===== src/rtl/reset_sequencer.sv =====
`default_nettype none
// ============================================================================
// Module      : reset_sequencer
// Description : Core reset sequencer for the FPGA top level.
//               - Holds the console core in reset until the PLL has locked
//                 and a power-up delay has elapsed.
//               - Hold-to-reset on the board button (2-flop synchronised),
//                 with a minimum reset pulse once it fires.
//               - Free-running heartbeat toggle for a status LED.
//               Optional macro: RESET_SEQ_RELOCK_EN -- when defined, loss
//               of PLL lock in any state returns to WAIT_LOCK and re-runs
//               the power-up delay.
// Ports       : clk          pixel clock
//               rst_n        synchronous active-low block reset
//               pll_locked   PLL lock indication
//               btn_reset_n  raw reset button, active-low, asynchronous
//               core_rst_n   registered active-low reset to the core
//               heartbeat    toggles every HEARTBEAT_CYCLES edges
//               reset_count  saturating count of button-triggered resets
//               state        current FSM state encoding
// Revision    : 1.0 - initial release
// ============================================================================
module reset_sequencer #(
  parameter int POWERUP_CYCLES   = 16,
  parameter int HOLD_CYCLES      = 25200000,
  parameter int MIN_RESET_CYCLES = 16,
  parameter int HEARTBEAT_CYCLES = 25200000,
  parameter int CNT_W            = 32
) (
  input  logic       clk,
  input  logic       rst_n,
  input  logic       pll_locked,
  input  logic       btn_reset_n,
  output logic       core_rst_n,
  output logic       heartbeat,
  output logic [7:0] reset_count,
  output logic [2:0] state
);

  localparam logic [2:0] c_WAIT_LOCK = 3'd0;
  localparam logic [2:0] c_POWERUP   = 3'd1;
  localparam logic [2:0] c_RUN       = 3'd2;
  localparam logic [2:0] c_ARMED     = 3'd3;
  localparam logic [2:0] c_RESET     = 3'd4;

  localparam logic [CNT_W-1:0] c_CNT_ONE  = CNT_W'(1);
  localparam logic [CNT_W-1:0] c_PU_LAST  = CNT_W'(POWERUP_CYCLES - 1);
  localparam logic [CNT_W-1:0] c_HLD_LAST = CNT_W'(HOLD_CYCLES - 1);
  localparam logic [CNT_W-1:0] c_MIN_LAST = CNT_W'(MIN_RESET_CYCLES - 1);
  localparam logic [CNT_W-1:0] c_HB_LAST  = CNT_W'(HEARTBEAT_CYCLES - 1);

  logic             sync1_q;
  logic             sync2_q;
  logic             w_btn_pressed;
  logic [2:0]       state_q;
  logic [2:0]       state_d;
  logic [CNT_W-1:0] cnt_q;
  logic [CNT_W-1:0] cnt_d;
  logic [7:0]       rc_q;
  logic [7:0]       rc_d;
  logic             core_rst_n_q;
  logic [CNT_W-1:0] hb_cnt_q;
  logic             hb_q;

  assign w_btn_pressed = ~sync2_q;

  always_comb begin
    state_d = state_q;
    cnt_d   = cnt_q;
    rc_d    = rc_q;
    case (state_q)
      c_WAIT_LOCK: begin
        if (pll_locked) begin
          state_d = c_POWERUP;
          cnt_d   = '0;
        end
      end
      c_POWERUP: begin
        if (cnt_q == c_PU_LAST) begin
          state_d = c_RUN;
          cnt_d   = '0;
        end else begin
          cnt_d = cnt_q + c_CNT_ONE;
        end
      end
      c_RUN: begin
        if (w_btn_pressed) begin
          state_d = c_ARMED;
          cnt_d   = '0;
        end
      end
      c_ARMED: begin
        // A release before the hold time expires is a short press: ignore it.
        if (!w_btn_pressed) begin
          state_d = c_RUN;
          cnt_d   = '0;
        end else if (cnt_q == c_HLD_LAST) begin
          state_d = c_RESET;
          cnt_d   = '0;
          if (rc_q != 8'hFF) begin
            rc_d = rc_q + 8'd1;
          end
        end else begin
          cnt_d = cnt_q + c_CNT_ONE;
        end
      end
      c_RESET: begin
        // Counter saturates so a held button keeps the core in reset.
        if (!w_btn_pressed && (cnt_q == c_MIN_LAST)) begin
          state_d = c_POWERUP;
          cnt_d   = '0;
        end else if (cnt_q != c_MIN_LAST) begin
          cnt_d = cnt_q + c_CNT_ONE;
        end
      end
      default: begin
        state_d = c_WAIT_LOCK;
        cnt_d   = '0;
      end
    endcase
`ifdef RESET_SEQ_RELOCK_EN
    // Lock loss overrides every other transition, including a pending
    // button reset, so the reset count is held as well.
    if ((state_q != c_WAIT_LOCK) && !pll_locked) begin
      state_d = c_WAIT_LOCK;
      cnt_d   = '0;
      rc_d    = rc_q;
    end
`endif
  end

  always_ff @(posedge clk) begin
    if (!rst_n) begin
      sync1_q      <= 1'b1;
      sync2_q      <= 1'b1;
      state_q      <= c_WAIT_LOCK;
      cnt_q        <= '0;
      rc_q         <= 8'd0;
      core_rst_n_q <= 1'b0;
      hb_cnt_q     <= '0;
      hb_q         <= 1'b0;
    end else begin
      sync1_q      <= btn_reset_n;
      sync2_q      <= sync1_q;
      state_q      <= state_d;
      cnt_q        <= cnt_d;
      rc_q         <= rc_d;
      // Registered from next state so the core sees a glitch-free reset.
      core_rst_n_q <= (state_d == c_RUN) || (state_d == c_ARMED);
      if (hb_cnt_q == c_HB_LAST) begin
        hb_cnt_q <= '0;
        hb_q     <= ~hb_q;
      end else begin
        hb_cnt_q <= hb_cnt_q + c_CNT_ONE;
      end
    end
  end

  assign core_rst_n  = core_rst_n_q;
  assign heartbeat   = hb_q;
  assign reset_count = rc_q;
  assign state       = state_q;

endmodule
`default_nettype wire


===== config.mk =====
export PLATFORM = sky130hd
export DESIGN_NAME = reset_sequencer
export DESIGN_NICKNAME = d
export VERILOG_FILES = /design/src/rtl/reset_sequencer.sv
export SDC_FILE = /design/constraint.sdc
export NUM_CORES = 1
export LEC_CHECK = 0
export BUFFER_PORTS_ARGS = -buffer_cell sky130_fd_sc_hd__buf_2
export CAP_MARGIN = 5
export CORE_MARGIN = 4
export CORE_UTILIZATION = 60
export CTS_CLUSTER_SIZE = 12
export DETAILED_ROUTE_END_ITERATION = 12
export GPL_TIMING_DRIVEN = 0
export MAX_ROUTING_LAYER = met4
export PLACE_DENSITY = 0.78
export SKIP_CTS_REPAIR_TIMING = 1
export SYNTH_ARGS = -nofsm -noshare
export SYNTH_HDL_FRONTEND = slang
export SYNTH_SLANG_ARGS = --single-unit

===== constraint.sdc =====
create_clock -name clk -period 2.4 [get_ports clk]
set_input_delay 0.24 -clock clk [delete_from_list [all_inputs] [get_ports clk]]
set_output_delay 0.24 -clock clk [all_outputs]
set_load 0.01 [all_outputs]

==> results of run 1 <==
worst max path at each step:
stage / startpoint / end / slack [ns] / cells past startpoint
global placement: cnt_q[0] / cnt_q[11] / -0.27 / 8
detailed placement: cnt_q[0] / cnt_q[7] / -0.30 / 8
global route: cnt_q[0] / cnt_q[7] / -0.04 / 9
finish: cnt_q[0] / cnt_q[7] / 0.10 / 9
CTS: cnt_q[0] / cnt_q[7] / -0.32 / 8
floorplan: cnt_q[0] / cnt_q[10] / 0.22 / 8
stage by stage:
step	hold slack [ns]	setup TNS (ns)	instance area, µm²	setup slack, ns
floorplan	0.341	0	3830	0.222
global placement	0.396	-5.33	4000	-0.273
detailed placement	0.398	-6.21	4000	-0.297
CTS	0.0898	-6.88	4190	-0.325
global route	0.0946	-0.257	4370	-0.0399
finish	0.0928	0	4370	0.101
state kept, by name, indices dropped and copies added, names as in the netlist:
register	flops
reset_count	8
state	3
core_rst_n	1
cnt_q	32
sync1_q	1
hb_cnt_q	32
heartbeat	1
sync2_q	1
layer usage:
| layer | vias to the layer above | GRT usage [%] | part of all wire [%] |
|---|---|---|---|
| met5 | - | - | 0 |
| met3 | 14 | 4.89 | 6.7 |
| met1 | 1620 | 33.2 | 47 |
| met4 | 0 | 7.53 | 1.2 |
| met2 | 108 | 34.5 | 45 |
| li1 | 1717 | - | - |
layout make-up:
class | instances | area share (%)
Multi-Input combinational cell | 358 | 51.5
Clock buffer | 10 | 3.15
Buffer | 18 | 2.15
Clock inverter | 6 | 1.17
Inverter | 10 | 0.859
Sequential cell | 79 | 36.3
Tap cell | 75 | 2.15
Timing Repair Buffer | 21 | 2.69
cell families after synthesis:
group           count (synthesis)  share of synthesized area, %
simple gates                  261                          35.7
flops                          79                          41.3
fa+ha+maj                       3                         0.980
mux                             2                         0.523
buf+inv                        28                          2.88
xor+xnor                       57                          13.0
compound gates                 35                          5.62
cells in the mapped netlist, types with 3 or more instances:
cell and n:
dfxtp_1 79, nand3_1 35, a31oi_1 3, o31ai_1 3, clkbuf_1 12, and4_1 7, nand2_1 36, nor4_2 4
inv_1 10, nand2b_1 6, buf_2 4, nor3b_1 4, xnor2_1 41, nor3_1 21, o211ai_1 5, or3_1 4
a21oi_1 9, xor2_1 16, ha_1 3, nor2_1 75, nor4_1 21, and3_1 9, o21ai_0 9, nor2b_1 4
nand4_1 20, nor4b_1 7
report_power, final:
group | internal [µW] | leakage (µW) | switching [µW] | total [µW]
Clock | 418 | 0.0000939 | 512 | 930
Sequential | 1320 | 0.000639 | 7.80 | 1330
Combinational | 33.5 | 0.000700 | 73.0 | 107
Total | 1770 | 0.00143 | 593 | 2360
==> impl_results.md, run 1 <==
* H-tree depth at 3
* VDD IR max at roughly 0.41 mV
* DRC Markers at 0
* Synth cell types at 40
* Ant. Diodes at 0
* Initial antenna violation count at 0
* Worst Hold Depth at 2
* Synth async-reset ratio at 0%
* CP required at 2.64 ns
* Clk Tree Root Cell: clkbuf_8
* # fillers at approximately 450
* Chip width at 87.9 µm
* Clock buffer depth at 2
* Design Power at between 2000 and 2500 µW
* Most frequent cells in the layout: dfxtp_1 (77), nor2_1 (75), xnor2_1 (41), nand2_1 (36), nand3_1 (35)
* P&R area growth vs syn at 14.2%
* Mapped Cells at around 470
* Proportion of netlist area held by the largest area contributor at between 40% and 50%
* EDFF count, synth at 0
* Mean area per synthesized cell at about 8.2 µm²
* Final core occ at around 72%
* Final setup fails at 0
* Reg2reg end: cnt_q[7]
* DR pass1 iterations at 5
* Kind of critical path: reg -> reg
* RR Startpoint: cnt_q[0]
* Synth area leader: dfxtp_1
* Worst hold path startpoint: btn_reset_n
* Pleak at around 0.0014 µW
* Final antenna-violating net count at 0
* Row cnt at 28
* Most common cell after layout, fill and taps aside: dfxtp_1
* Critical Path Max Stage Delay at 0.38 ns
* Worst path cell trace: ha_4, nand3_1, nand4b_1, buf_4, nor4_4, o211ai_1, o21ai_2, buf_6, nor2_1
* Clock transition at the registers of the reported paths at 0.09 ns
* Clock sinks at 79
* CTS tree: done
* Worst Path Buf+Inv at 2
* Initial drt markers at approximately 320
* RSZ-0062 raised after global routing: yes
* Via count at ~3500
* I/O Buffers at 16
* Vias per cell at between 5 and 6
* Worst skew pair latency at approximately 0.35 ns
* Post-DP HPWL at approximately 5700 µm
* Worst-path maximum fanout at 10
* Inserted Clock Buffers at 9
* Die Ht at approximately 90 µm
* Synth area leaders: dfxtp_1 (41%), xnor2_1 (9.4%), nor2_1 (7.4%), nand3_1 (4.6%), xor2_1 (3.7%)
* Max Cap Viol at 0
* Setup Skew at 0.00717 ns
* GRT Residual Overflow at 0
* CP delay by family, top: simple AND/OR/NAND/NOR gates
* Cell area after synthesis at around 3800 µm²
* Hold Path Class: in -> reg
* Fin. Hold Viols at 0
* GRT Util Overall at approximately a quarter
* Nets at between 500 and 600
* Worst rel slew slack at 30.9%
* Core outline area at 6060 µm²
* Largest net degree at the start of global routing at 16
* Worst Path Arrival at approximately 2.5 ns
* Yosys Warn Count at 0
* Ratio of cells with drive above 1 in the final layout at around 12%
* Worst reg-to-reg setup slack at ~0.10 ns
* First-pass GRT wire length at 14300 µm
* Critical Path Start Type: register
* Power per cell area at ~540 nW/µm²
* IO Pins at 17
* Main synth FF type: dfxtp_1
* Register Area at 1590 µm²
* Fin cells at 577
* Syn nets at 472
* Worst slew pin tran at 1.03 ns
* GP Congestion at 0.892
* DIE AREA at roughly 7700 µm²
* Final period util at between 90% and 100%
* Cell count of the worst reg-to-reg path at 9
* WL per Instance at 14.5 µm
* Synthesis-stage register bit count at 79
* Pins over their slew limit at 0
* Area occupied by multi-input gates at approximately 2300 µm²
* Starting Density at between 60% and 70%
* Slowest CP cell: dfxtp_4
* Vias in the first global route at between 3000 and 4000
* Register area share after synthesis at between 40% and 50%
* Placed cells at 556
* Worst Hold End: sync1_q
* Routed WL at approximately 8400 µm
* Status: completed
* Critical path capture point type: register
* Tmin final at between 2 and 2.5 ns
* F_max at around 430 MHz
(Power assumes the default switching activity.)
==> run 2: changes to the inputs <==
Settings changed: CTS_BUF_LIST set to sky130_fd_sc_hd__clkbuf_2.
Clock period 2.4 ns to 2.55 ns, I/O delays scaled along.
==> run 2 against run 1 <==
  * Combinational power fell by 7%
  * First-iteration DRC count is 2.2% lower
  * Sequential power fell by 6%
  * Utilization fell by 2.5 points
  * Sequential cell count unchanged
  * Critical path type unchanged
  * Critical endpoint is now reset_count[6]
  * Highest routed layer unchanged
==> impl_results.md, run 2 (synthesized netlist as in run 1, its figures left out) <==
* Critical Path Start Type: register
* CP delay by family, top: simple AND/OR/NAND/NOR gates
* Worst skew pair latency at 0.53 ns
* Placed cells at roughly 560
* First-pass GRT wire length at between 10000 and 15000 µm
* Chip width at 87.9 µm
* Final setup fails at 0
* Nets at 504
* Clock transition at the registers of the reported paths at between 0.2 and 0.25 ns
* # fillers at between 400 and 500
* Worst-path maximum fanout at 8
* Ant. Diodes at 0
* DRC Markers at 0
* Most common cell after layout, fill and taps aside: dfxtp_1
* I/O Buffers at 16
* Post-DP HPWL at 5730 µm
* F_max at roughly 410 MHz
* DIE AREA at 7720 µm²
* Register Area at around 1600 µm²
* WL per Instance at around 14 µm
* Fin. Hold Viols at 0
* Vias per cell at 6.03
* Final antenna-violating net count at 0
* Clock buffer depth at 2
* Status: completed
* Sw Ratio at between 20% and 30%
* Core outline area at ~6000 µm²
* Hold Path Class: in -> reg
* Worst slew pin tran at 1.03 ns
* Die Ht at between 80 and 90 µm
* Worst Path Buf+Inv at 2
* Clk Tree Root Cell: clkbuf_2
* Psw at 540 µW
* Final period util at a little over nine tenths
* Worst rel slew slack at 31.0%
* Initial drt markers at 309
* Worst hold slack at around 0.16 ns
* Clock power share at a little over 30%
* Worst Path Arrival at roughly 2.9 ns
* Sequential Power Share at between 60% and 70%
* Ratio of cells with drive above 1 in the final layout at between 10% and 20%
* GRT Util Overall at between 20% and 30%
* Starting Density at 63.2%
* VDD IR max at around 0.35 mV
* Routed WL at ~8300 µm
* Vias in the first global route at 3101
* Initial antenna violation count at 0
* Row cnt at 28
* Max Cap Viol at 0
* Worst reg-to-reg setup slack at 0.11 ns
* Clock sinks at between 70 and 80
* GP Congestion at 0.892
* Via count at around 3500
* P&R area growth vs syn at 10.2%
* H-tree depth at 3
* CP required at 3.00 ns
* Largest net degree at the start of global routing at 16
* Pleak at approximately 0.0014 µW
* Comb power frac at under 10%
* Worst path cell trace: nor4_1, nand4b_1, buf_4, or4b_1, buf_2, nor3_1, mux2i_1, nor2_1
* Pins over their slew limit at 0
* Kind of critical path: reg -> reg
* Area occupied by multi-input gates at 2210 µm²
* Inserted Clock Buffers at 9
* Slowest CP cell: or4b_1
* CTS tree: done
* IO Pins at 17
* Fin cells at approximately 580
* Design internal power at between 1000 and 1500 µW
* Critical Path Max Stage Delay at about 0.52 ns
* RSZ-0062 raised after global routing: yes
* GRT Residual Overflow at 0
* DR pass1 iterations at 5
* Critical path capture point type: register
* Most frequent cells in the layout: dfxtp_1 (78), nor2_1 (75), xnor2_1 (41), nand2_1 (36), nand3_1 (35)
* Power per cell area at about 460 nW/µm²
* Tmin final at 2.44 ns
* Setup Skew at ~0.030 ns
run 2: changes by cell type in the layout (fill, tap and decap cells not counted), moves of 2 or more:
cell      previous run  this run
buf_2               17        19
clkbuf_8            10         0
buf_6                3         0
clkbuf_2             2        11
nor4_1              17        19
run 2: tightest hold or removal path, delay by kind of cell:
family          cells  cell delay [ns]
buf+inv             2             0.22
compound gates      1             0.06
simple gates        1             0.13
run 2: layout make-up:
class	instances	area share [%]
buffer	18	1.84
sequential	79	37.5
clock buffer	9	1.07
tap	75	2.22
multi-input combinational	358	52.3
inverter	10	0.890
timing repair buffer	21	2.85
clock inverter	7	1.30
run 2: stage by stage:
| step | area [µm²] | setup WS [ns] | utilization (%) | total power (µW) | setup TNS, ns |
|---|---|---|---|---|---|
| CTS | 4100 | -0.201 | 67.7 | 1960 | -3.48 |
| finish | 4220 | 0.105 | 69.6 | 1960 | 0 |
| floorplan | 3830 | 0.372 | - | 1340 | 0 |
| detailed placement | 4000 | -0.147 | 66.0 | 1360 | -2.66 |
| global placement | 4000 | -0.123 | 66.0 | 1360 | -2.22 |
| global route | 4220 | -0.0165 | 69.6 | 2040 | -0.0334 |
run 2: power by group through the flow:
stage                     sequential [µW]  clock (µW)  combinational (µW)
after CTS                            1250         618                88.6
after global placement               1280           0                87.1
after global routing                 1260         673                 109
final                                1250         604                99.1
after detailed placement             1280           0                87.9
after floorplan                      1280           0                62.5
run 2: final timing paths:
path             start        endpoint  cells after the start
max          cnt_q[16]  reset_count[6]                      8
min reg2reg    sync1_q         sync2_q                      1
min              rst_n        cnt_q[4]                      4
max reg2reg  cnt_q[16]  reset_count[6]                      8
run 2: layer usage:
layer  global-route usage, %  vias to the layer above  wire (µm)
met5                       -                        -          0
met4                    8.23                        0        137
met3                    4.42                       13        466
met2                    33.8                      112       3570
met1                    32.9                     1636       4120
li1                        -                     1716          -
